===== src/rtl/dmem_bus_ctrl.sv =====
// M-stage data-memory controller: registers a load/store onto a req/ack bus and
// stalls the pipeline until the bus acknowledges or the request times out.
module dmem_bus_ctrl #(
    parameter int          XLEN    = 32,
    parameter int unsigned TIMEOUT = 16
) (
    input  logic            clk,
    input  logic            reset,
    input  logic            MemReadM,
    input  logic            MemWrite,
    input  logic [3:0]      MemWriteSelect,
    input  logic [XLEN-1:0] ALUResultM,
    input  logic [XLEN-1:0] WriteDataM,
    output logic [XLEN-1:0] ReadDataM,
    output logic            MemStallM,
    output logic            bus_req,
    output logic            bus_we,
    output logic [3:0]      bus_be,
    output logic [XLEN-1:0] bus_addr,
    output logic [XLEN-1:0] bus_wdata,
    input  logic            bus_ack,
    input  logic [XLEN-1:0] bus_rdata,
    output logic            bus_err
);

    typedef enum logic [1:0] {
        IDLE = 2'd0,
        REQ  = 2'd1,
        DONE = 2'd2
    } state_t;

    localparam bit              TIMEOUT_EN   = (TIMEOUT != 0);
    localparam logic [31:0]     TIMEOUT_LAST = (TIMEOUT == 0) ? 32'd0 : TIMEOUT - 1;
    localparam logic [XLEN-1:0] WORD_MASK    = {{(XLEN-2){1'b1}}, 2'b00};

    state_t      state_reg;
    state_t      state_next;
    logic [31:0] count_reg;
    logic        access;
    logic        ack_hit;
    logic        timeout_hit;

    assign access = MemReadM | MemWrite;

    always_ff @(posedge clk or posedge reset) begin
        if (reset) begin
            state_reg <= IDLE;
        end else begin
            state_reg <= state_next;
        end
    end

    // Stall is masked during reset so an aborted request releases the core at once.
    always_comb begin
        state_next  = state_reg;
        MemStallM   = 1'b0;
        ack_hit     = 1'b0;
        timeout_hit = 1'b0;
        case (state_reg)
            IDLE: begin
                MemStallM = access & ~reset;
                if (access) begin
                    state_next = REQ;
                end
            end
            REQ: begin
                MemStallM   = 1'b1;
                ack_hit     = bus_ack;
                timeout_hit = TIMEOUT_EN && !bus_ack && (count_reg == TIMEOUT_LAST);
                if (ack_hit || timeout_hit) begin
                    state_next = DONE;
                end
            end
            DONE: begin
                state_next = IDLE;
            end
            default: begin
                state_next = IDLE;
            end
        endcase
    end

    always_ff @(posedge clk or posedge reset) begin
        if (reset) begin
            ReadDataM <= '0;
            bus_req   <= 1'b0;
            bus_we    <= 1'b0;
            bus_be    <= 4'h0;
            bus_addr  <= '0;
            bus_wdata <= '0;
            bus_err   <= 1'b0;
            count_reg <= 32'd0;
        end else begin
            case (state_reg)
                IDLE: begin
                    if (access) begin
                        // A simultaneous read+write is handled purely as a store.
                        bus_req   <= 1'b1;
                        bus_we    <= MemWrite;
                        bus_be    <= MemWrite ? MemWriteSelect : 4'hF;
                        bus_addr  <= ALUResultM & WORD_MASK;
                        bus_wdata <= WriteDataM;
                        count_reg <= 32'd0;
                    end
                end
                REQ: begin
                    if (ack_hit) begin
                        bus_req <= 1'b0;
                        if (!bus_we) begin
                            ReadDataM <= bus_rdata;
                        end
                    end else if (timeout_hit) begin
                        bus_req <= 1'b0;
                        bus_err <= 1'b1;
                        if (!bus_we) begin
                            ReadDataM <= '0;
                        end
                    end else if (count_reg != 32'hFFFF_FFFF) begin
                        count_reg <= count_reg + 32'd1;
                    end
                end
                default: begin
                end
            endcase
        end
    end

endmodule


===== config.mk =====
export PLATFORM = sky130hd
export DESIGN_NAME = dmem_bus_ctrl
export DESIGN_NICKNAME = d
export VERILOG_FILES = /design/src/rtl/dmem_bus_ctrl.sv
export SDC_FILE = /design/constraint.sdc
export NUM_CORES = 1
export LEC_CHECK = 0
export BUFFER_PORTS_ARGS = -buffer_cell sky130_fd_sc_hd__buf_2
export CORE_MARGIN = 5
export CORE_UTILIZATION = 47
export DETAILED_ROUTE_END_ITERATION = 10
export PLACE_DENSITY = 0.8
export SYNTH_ARGS = -nofsm -noshare
export SYNTH_HDL_FRONTEND = slang
export SYNTH_SLANG_ARGS = --single-unit

===== constraint.sdc =====
create_clock -name clk -period 11.65 [get_ports clk]
set_clock_uncertainty 0.1 [all_clocks]
set_input_delay 1.165 -clock clk [delete_from_list [all_inputs] [get_ports clk]]
set_output_delay 1.165 -clock clk [all_outputs]
set_load 0.01 [all_outputs]

# After elaboration in Yosys (flattened, before gate mapping)
# Cells that the tools add are included.
# totals
elab_cells	57
ff_bits	135
out_inout_bits	104
inputBits	105
# classes
bitwise_logic	4
eq_ne	11
add_sub_neg	1
n_mux	20
reduce_logical	12
# op_table
operator	n
$mux W32	8
$pmux W32 S2	1
$add A32 B1 Y32 const B	1
$eq A32 B4 Y1 const B	1
$ne A32 B32 Y1 const B	1
$ne A2 B2 Y1 const B	7
$reduce_and A3 Y1	2
$mux W1	5
$reduce_and A5 Y1	1
$mux W2	2
$mux W4	1
$pmux W1 S2	2
$pmux W2 S2	1
$reduce_and A2 Y1	2
$reduce_and A4 Y1	1
$reduce_bool A2 Y1	2
$ne A3 B3 Y1 const B	1
$eq A2 B1 Y1 const B	1
$logic_not A2 Y1	1
$not A1 Y1	2
$and A1 B1 Y1	1
$logic_and A1 B1 Y1	1
$logic_not A1 Y1	1
$logic_or A1 B1 Y1	1
$or A1 B1 Y1	1

# Logic depth before layout (Yosys ltp)
# Gate-level depths: netlist of the first run.
# depth
depth_word	6
depth_mapped	10
ltp_nobuf	9

# Least setup slack after synthesis of the first run
# OpenSTA, ideal clock, no wires.
# synth_timing
kind	input -> output
start	input reset
end	output MemStallM
required_ps	10385
path_stages	3
t_arrival_ps	4405
path_buffers	0
path_slack_ps	5980
path_cell_list	inv_1 a21oi_1 nor2_1
# synth_between
elab_chain_cells	3
# synth_rtl
element	line_no	source
start: declaration	8	input logic reset,
$not A1 Y1	61	MemStallM = access & ~reset;
$and A1 B1 Y1	61	
$pmux W1 S2	59	case (state_reg)
end: declaration	15	output logic MemStallM,
# Every way passes these cells.

# Final worst setup path of the first run
# Ends and elaborated chain as after synthesis.

==> flow_summary.ini, run 1 <==
[grt]
grt_usage_pct = 20.31
grt_pass1_vias = 4672
met2_usage_pct = 33.88
top_usage_layer = met2
grt_max_degree = 78
grt_overflow = 0
grt_antenna_before_repair = 0
grt_pass1_wl_mm = 23.75
grt_use_met3_pct = 6.688
grtUsageMet1_pct = 25.48

[die]
start_util_pct = 47.96
io_pins = 209
die_w_um = 120.7
rows = 40
die_h_um = 120.7
die_area_um2 = 14570
core_region_area_um2 = 12010

[power]
p_leak_nw = 3.486
powerDensity_nw_per_um2 = 264.6
clkPwrFrac_pct = 25.9
pwr-share-comb_pct = 35.9
pwr-share-seq_pct = 38.2
p_sw_mw = 0.6656
p_int_mw = 1.282
ir_worst_vdd_uv = 141.4
sw_frac_of_total_pct = 34.17

[yosys]
synth_xor_area_share_pct = 0
ys.flop_type = dfrtp_1
synth-edff-count = 0
synth_top_area_cell = dfrtp_1
synth_top_area_share_pct = 58.64
synth-async-reset-ratio_pct = 100.0
syn_area_um2 = 5761
synth_warnings = 0
synthMuxAreaShare_pct = 12.12
yosys.area_share.simple_pct = 11.23
ys_seq_elements = 135
synth_top_family_by_area = compound AO/OA/AOI/OAI gates
synth_fa_ha_area_share_pct = 0.2172
syn_area_per_cell_um2 = 12.18
yosysSeqAreaShare_pct = 58.64
synth-compound-area-share_pct = 14.16
synth.area.top_cells = dfrtp_1, mux2_2, a22o_1, o21ai_0, nand2_1
synth.distinct_cells = 51
synthCells = 473

[sta]
finalCriticalPeriod_ns = 3.453
max_freq_mhz = 289.6
tightest_slew_ns = 1.188
setup_viol = 0
finalHoldViolCount = 0
tns_ns = 0
timing.hold.ws_ns = 0.3933
relSlewSlack_pct = 20.78
rsz0062_at_grt = no
period_share_pct = 29.64
maxSlewViolCount = 0

[outcome]
status = finished, final reports clean

[cells_and_area]
layout.nets = 772
drive_above_1_share_pct = 45.80
area_growth_pct = 27.76
antenna_cells = 0

[clocking]
root_buffer = clkbuf_16
cts_tree = built
cts-hold-fix-buffers = 0
cts_max_level = 4
cts_sinks = 135
postCtsSetupRepairBufs = 0
cts_resized = 0
cts_buffers = 17
clk_pin_slew_worst_paths_ns = 0.06
insertion_delay_ns = 0.42
clk_path_buf_depth = 2

[placement]
place_congestion = 0.8635
hpwl_mm = 10.40
numPortBuffers = 204

[flow_run]
max_cap_violations = 0

[routing]
drc = 0
vias = 4706
ant_nets = 0
vias_per_cell = 5.697
wl_per_cell_um = 17.97
drtIter0Drc = 340
dr.pass1.iters = 5
drt_wl_total_mm = 14.85

[worst_hold_path]
hold_class = flip-flop to flip-flop

[critical_path]
path_class = primary input to output pin
critPathCaptureType = output pin
worstPathRequired_ns = 10.39
arrival_ns = 2.19
start_kind = primary input
crit_fanout = 60
metrics by stage:
step	instances	util (%)	total power, mW	instance area, um^2	worst slack [ns]
detailed placement	794	56.56	1.452	6794	8.145
finish	826	61.27	1.948	7360	8.197
floorplan	474	-	1.179	5764	5.980
global route	826	61.27	2.062	7360	8.054
global placement	794	56.56	1.417	6794	8.163
CTS	826	61.27	1.969	7360	8.147
synth_stat cells, drive strengths merged (4+ instances only):
| cell | n |
|---|---|
| mux2 | 62 |
| nor3 | 6 |
| nand2 | 33 |
| nor4 | 9 |
| nand4 | 14 |
| nor2 | 26 |
| o21ai | 35 |
| a21oi | 9 |
| nand3 | 9 |
| a31oi | 6 |
| o22a | 4 |
| buf | 17 |
| dfrtp | 135 |
| o31ai | 11 |
| a22o | 32 |
| and2 | 5 |
| and3 | 6 |
| clkbuf | 16 |
worst paths after layout:
kind,start,slack [ns],to,depth (start not counted)
setup / recovery,reset,8.20,MemStallM,5
hold / removal,bus_err,0.39,bus_err,1
setup reg to reg,count_reg[0],8.76,ReadDataM[25],7
hold reg to reg,bus_err,0.39,bus_err,1
max in group asynchronous,reset,9.22,count_reg[19],3
min in group asynchronous,reset,0.78,ReadDataM[12],2
metal layers:
layer	wire, um	vias up
met1	6055	2312
li1	-	2144
met4	237	0
met5	0	-
met3	1051	30
met2	7502	220
cells by family (layout without fill, tap and decap cells):
| group | after synthesis | count (layout) |
|---|---|---|
| simple gates | 123 | 123 |
| fa+ha+maj | 1 | 1 |
| flops | 135 | 135 |
| other cells | 1 | 2 |
| buf+inv | 36 | 241 |
| mux | 62 | 62 |
| compound gates | 115 | 115 |
cells in the final DEF (no fill, tap or decap), types with 4 or more instances in the layout:
cell and n:
clkinvlp_4 4, dfrtp_1 135, and2_1 4, nand3_1 9
clkinv_2 4, buf_2 204, nor4_1 7, a21oi_1 9
a31oi_1 6, o31ai_1 11, nand2_1 33, nand4_1 14
and3_1 5, nor2_1 25, nor3_1 6, a22o_1 32
clkbuf_16 17, o22a_1 4, mux2_2 62, o21ai_0 34
area by class of cell:
class	count	area, um^2
Clock buffer	18	439.2
Clock inverter	14	126.4
Fill cell	949	4652
Inverter	3	13.76
Multi-Input combinational cell	303	2182
Sequential cell	135	3378
Tap cell	147	183.9
Timing Repair Buffer	206	1036
power by group through the flow:
stage / Combinational, mW / Clock, mW / Sequential [mW]
finish: 0.698 / 0.505 / 0.744
global route: 0.754 / 0.542 / 0.766
CTS: 0.708 / 0.516 / 0.744
detailed placement: 0.702 / 0 / 0.750
global placement: 0.679 / 0 / 0.738
floorplan: 0.350 / 0 / 0.829
worst max-delay path: stages:
cell	delay [ns]
buf_2	0.11
inv_4	0.51
a21oi_1	0.13
nor2_1	0.11
buf_2	0.15
Note: power is estimated with default switching activity, not from simulation.
==> inputs of run 2 (changes only) <==
--- a/config.mk
+++ b/config.mk
@@ -7,9 +7,9 @@
 export LEC_CHECK = 0
 export BUFFER_PORTS_ARGS = -buffer_cell sky130_fd_sc_hd__buf_2
 export CORE_MARGIN = 5
-export CORE_UTILIZATION = 47
+export CORE_UTILIZATION = 45
 export DETAILED_ROUTE_END_ITERATION = 10
-export PLACE_DENSITY = 0.8
+export PLACE_DENSITY = 0.81
 export SYNTH_ARGS = -nofsm -noshare
 export SYNTH_HDL_FRONTEND = slang
 export SYNTH_SLANG_ARGS = --single-unit
==> constraint.sdc (replaced) <==
create_clock -name clk -period 2.9 [get_ports clk]
set_clock_uncertainty 0.1 [all_clocks]
set_input_delay 0.29 -clock clk [delete_from_list [all_inputs] [get_ports clk]]
set_output_delay 0.29 -clock clk [all_outputs]
set_load 0.01 [all_outputs]
==> flow_summary.ini, run 2 (synthesis gave the netlist of run 1 again) <==
[clocking]
cts_max_level = 4
cts_sinks = 135
clk_pin_slew_worst_paths_ns = 0.06
postCtsSetupRepairBufs = 0
root_buffer = clkbuf_16
cts_buffers = 17
insertion_delay_ns = 0.42
cts_tree = built
clk_path_buf_depth = 2

[critical_path]
r2r_end = ReadDataM[20]
path_class = flip-flop to flip-flop
arrival_ns = 2.60
worstPathRequired_ns = 3.09
cp_cell_sequence = nor4_1 -> and4_1 -> and3_4 -> nor2_2 -> or3_1 -> buf_4 -> a22o_1
r2r_start = count_reg[5]
crit_family = simple AND/OR/NAND/NOR gates
r2r_slack_ns = 0.50
start_kind = flip-flop
cpMaxStageDelayCell = dfrtp_1
cp_slowest_stage_delay_ns = 0.44
crit_fanout = 32
rr_worst_depth = 7
critPathCaptureType = flip-flop
crit_buf_inv = 1

[routing]
drc = 0
ant_nets = 0
vias_per_cell = 5.469
wl_per_cell_um = 18.92
drt_wl_total_mm = 17.32
drtIter0Drc = 355
dr.pass1.iters = 5
vias = 5004

[power]
p_total_mw = 7.995
ir_worst_vdd_uv = 484.7
clkPwrFrac_pct = 24.4
pwr-share-seq_pct = 38.1
p_int_mw = 5.164
p_leak_nw = 3.739
sw_frac_of_total_pct = 35.40
pwr-share-comb_pct = 37.6
powerDensity_nw_per_um2 = 1000
p_sw_mw = 2.831

[die]
die_area_um2 = 15160
die_h_um = 123.1
rows = 41
die_w_um = 123.1
start_util_pct = 45.83
io_pins = 209
core_region_area_um2 = 12570

[worst_hold_path]
hold_class = primary input to flip-flop
hold_depth = 2
hp-start = ALUResultM[16]
holdPathEnd = bus_addr[16]

[outcome]
status = finished, final reports clean

[sta]
finalCriticalPeriod_ns = 2.404
timing.hold.ws_ns = 0.01594
finalHoldViolCount = 0
setup_viol = 0
maxSlewViolCount = 0
rsz0062_at_grt = no
relSlewSlack_pct = 52.87
tns_ns = 0
tightest_slew_ns = 0.7015
max_freq_mhz = 416.0
period_share_pct = 82.88

[placement]
place_congestion = 0.8448
numPortBuffers = 204
hpwl_mm = 11.37

[cells_and_area]
area_growth_pct = 38.79
fill_cells = 905
layout_common_cells = buf_2, dfrtp_1, mux2_2
final_common_cell = buf_2
drive_above_1_share_pct = 42.84
layout.nets = 833

[grt]
grt_overflow = 0
grt_pass1_vias = 5003
grt_max_degree = 136
grt_pass1_wl_mm = 26.32
grt_antenna_before_repair = 2
grt_usage_pct = 22.51

[flow_run]
max_cap_violations = 0
-- run 2: cell types whose count changed in the layout (fill, tap and decap cells not counted), moves of 2 or more --
| cell | delta |
|---|---|
| buf_4 | +4 |
| dlygate4sd3_1 | +55 |
| buf_12 | +2 |
| diode_2 | +3 |
-- run 2: cell type report --
type	count	area [um^2]	share of cell area [%]
Antenna cell	3	7.507	0.09390
Multi-Input combinational cell	303	2182	27.29
Tap cell	172	215.2	2.692
Clock buffer	18	439.2	5.493
Sequential cell	135	3378	42.25
Inverter	3	15.01	0.1878
Clock inverter	14	101.3	1.268
Timing Repair Buffer	267	1657	20.72
-- run 2: per-layer routing --
metal	vias up	wire, um	global-route usage (%)
met5	-	0	0
met3	42	1312	5.672
li1	2275	-	-
met1	2471	6536	25.62
met4	0	587	12.32
met2	216	8879	38.70
-- run 2: power groups by stage --
stage	registers (mW)	clock network, mW	logic, mW
after floorplan	3.33	0	1.41
after global placement	2.97	0	2.81
after detailed placement	3.04	0	2.92
after CTS	3.02	1.99	3.00
after global routing	3.12	2.07	3.22
final	3.04	1.95	3.00
-- run 2: how the worst max path moves through the flow --
stage / slack (ns) / startpoint / depth (start not counted) / to
floorplan: -0.14 / reset / 3 / MemStallM
global placement: 0.62 / count_reg[5] / 7 / ReadDataM[1]
detailed placement: 0.57 / count_reg[5] / 7 / ReadDataM[24]
CTS: 0.54 / count_reg[0] / 8 / count_reg[26]
global route: 0.36 / count_reg[5] / 7 / ReadDataM[24]
finish: 0.50 / count_reg[5] / 7 / ReadDataM[20]
-- run 2: repair_timing --
item	4_1_cts	5_1_grt
hold endpoints to repair	55	0
hold buffers	55	0
endpoints found under the setup margin	0	0
resized for setup	0	0
-- run 2: per-stage QoR --
| step | cell area, um^2 | util [%] | setup WS (ns) | std cells |
|---|---|---|---|---|
| after floorplan | 5768 | - | -0.1426 | 474 |
| after global placement | 6897 | 54.87 | 0.6158 | 825 |
| after detailed placement | 6897 | 54.87 | 0.5664 | 825 |
| after CTS | 7988 | 63.55 | 0.5361 | 912 |
| after global routing | 7993 | 63.59 | 0.3637 | 914 |
| final | 7995 | 63.61 | 0.4964 | 915 |
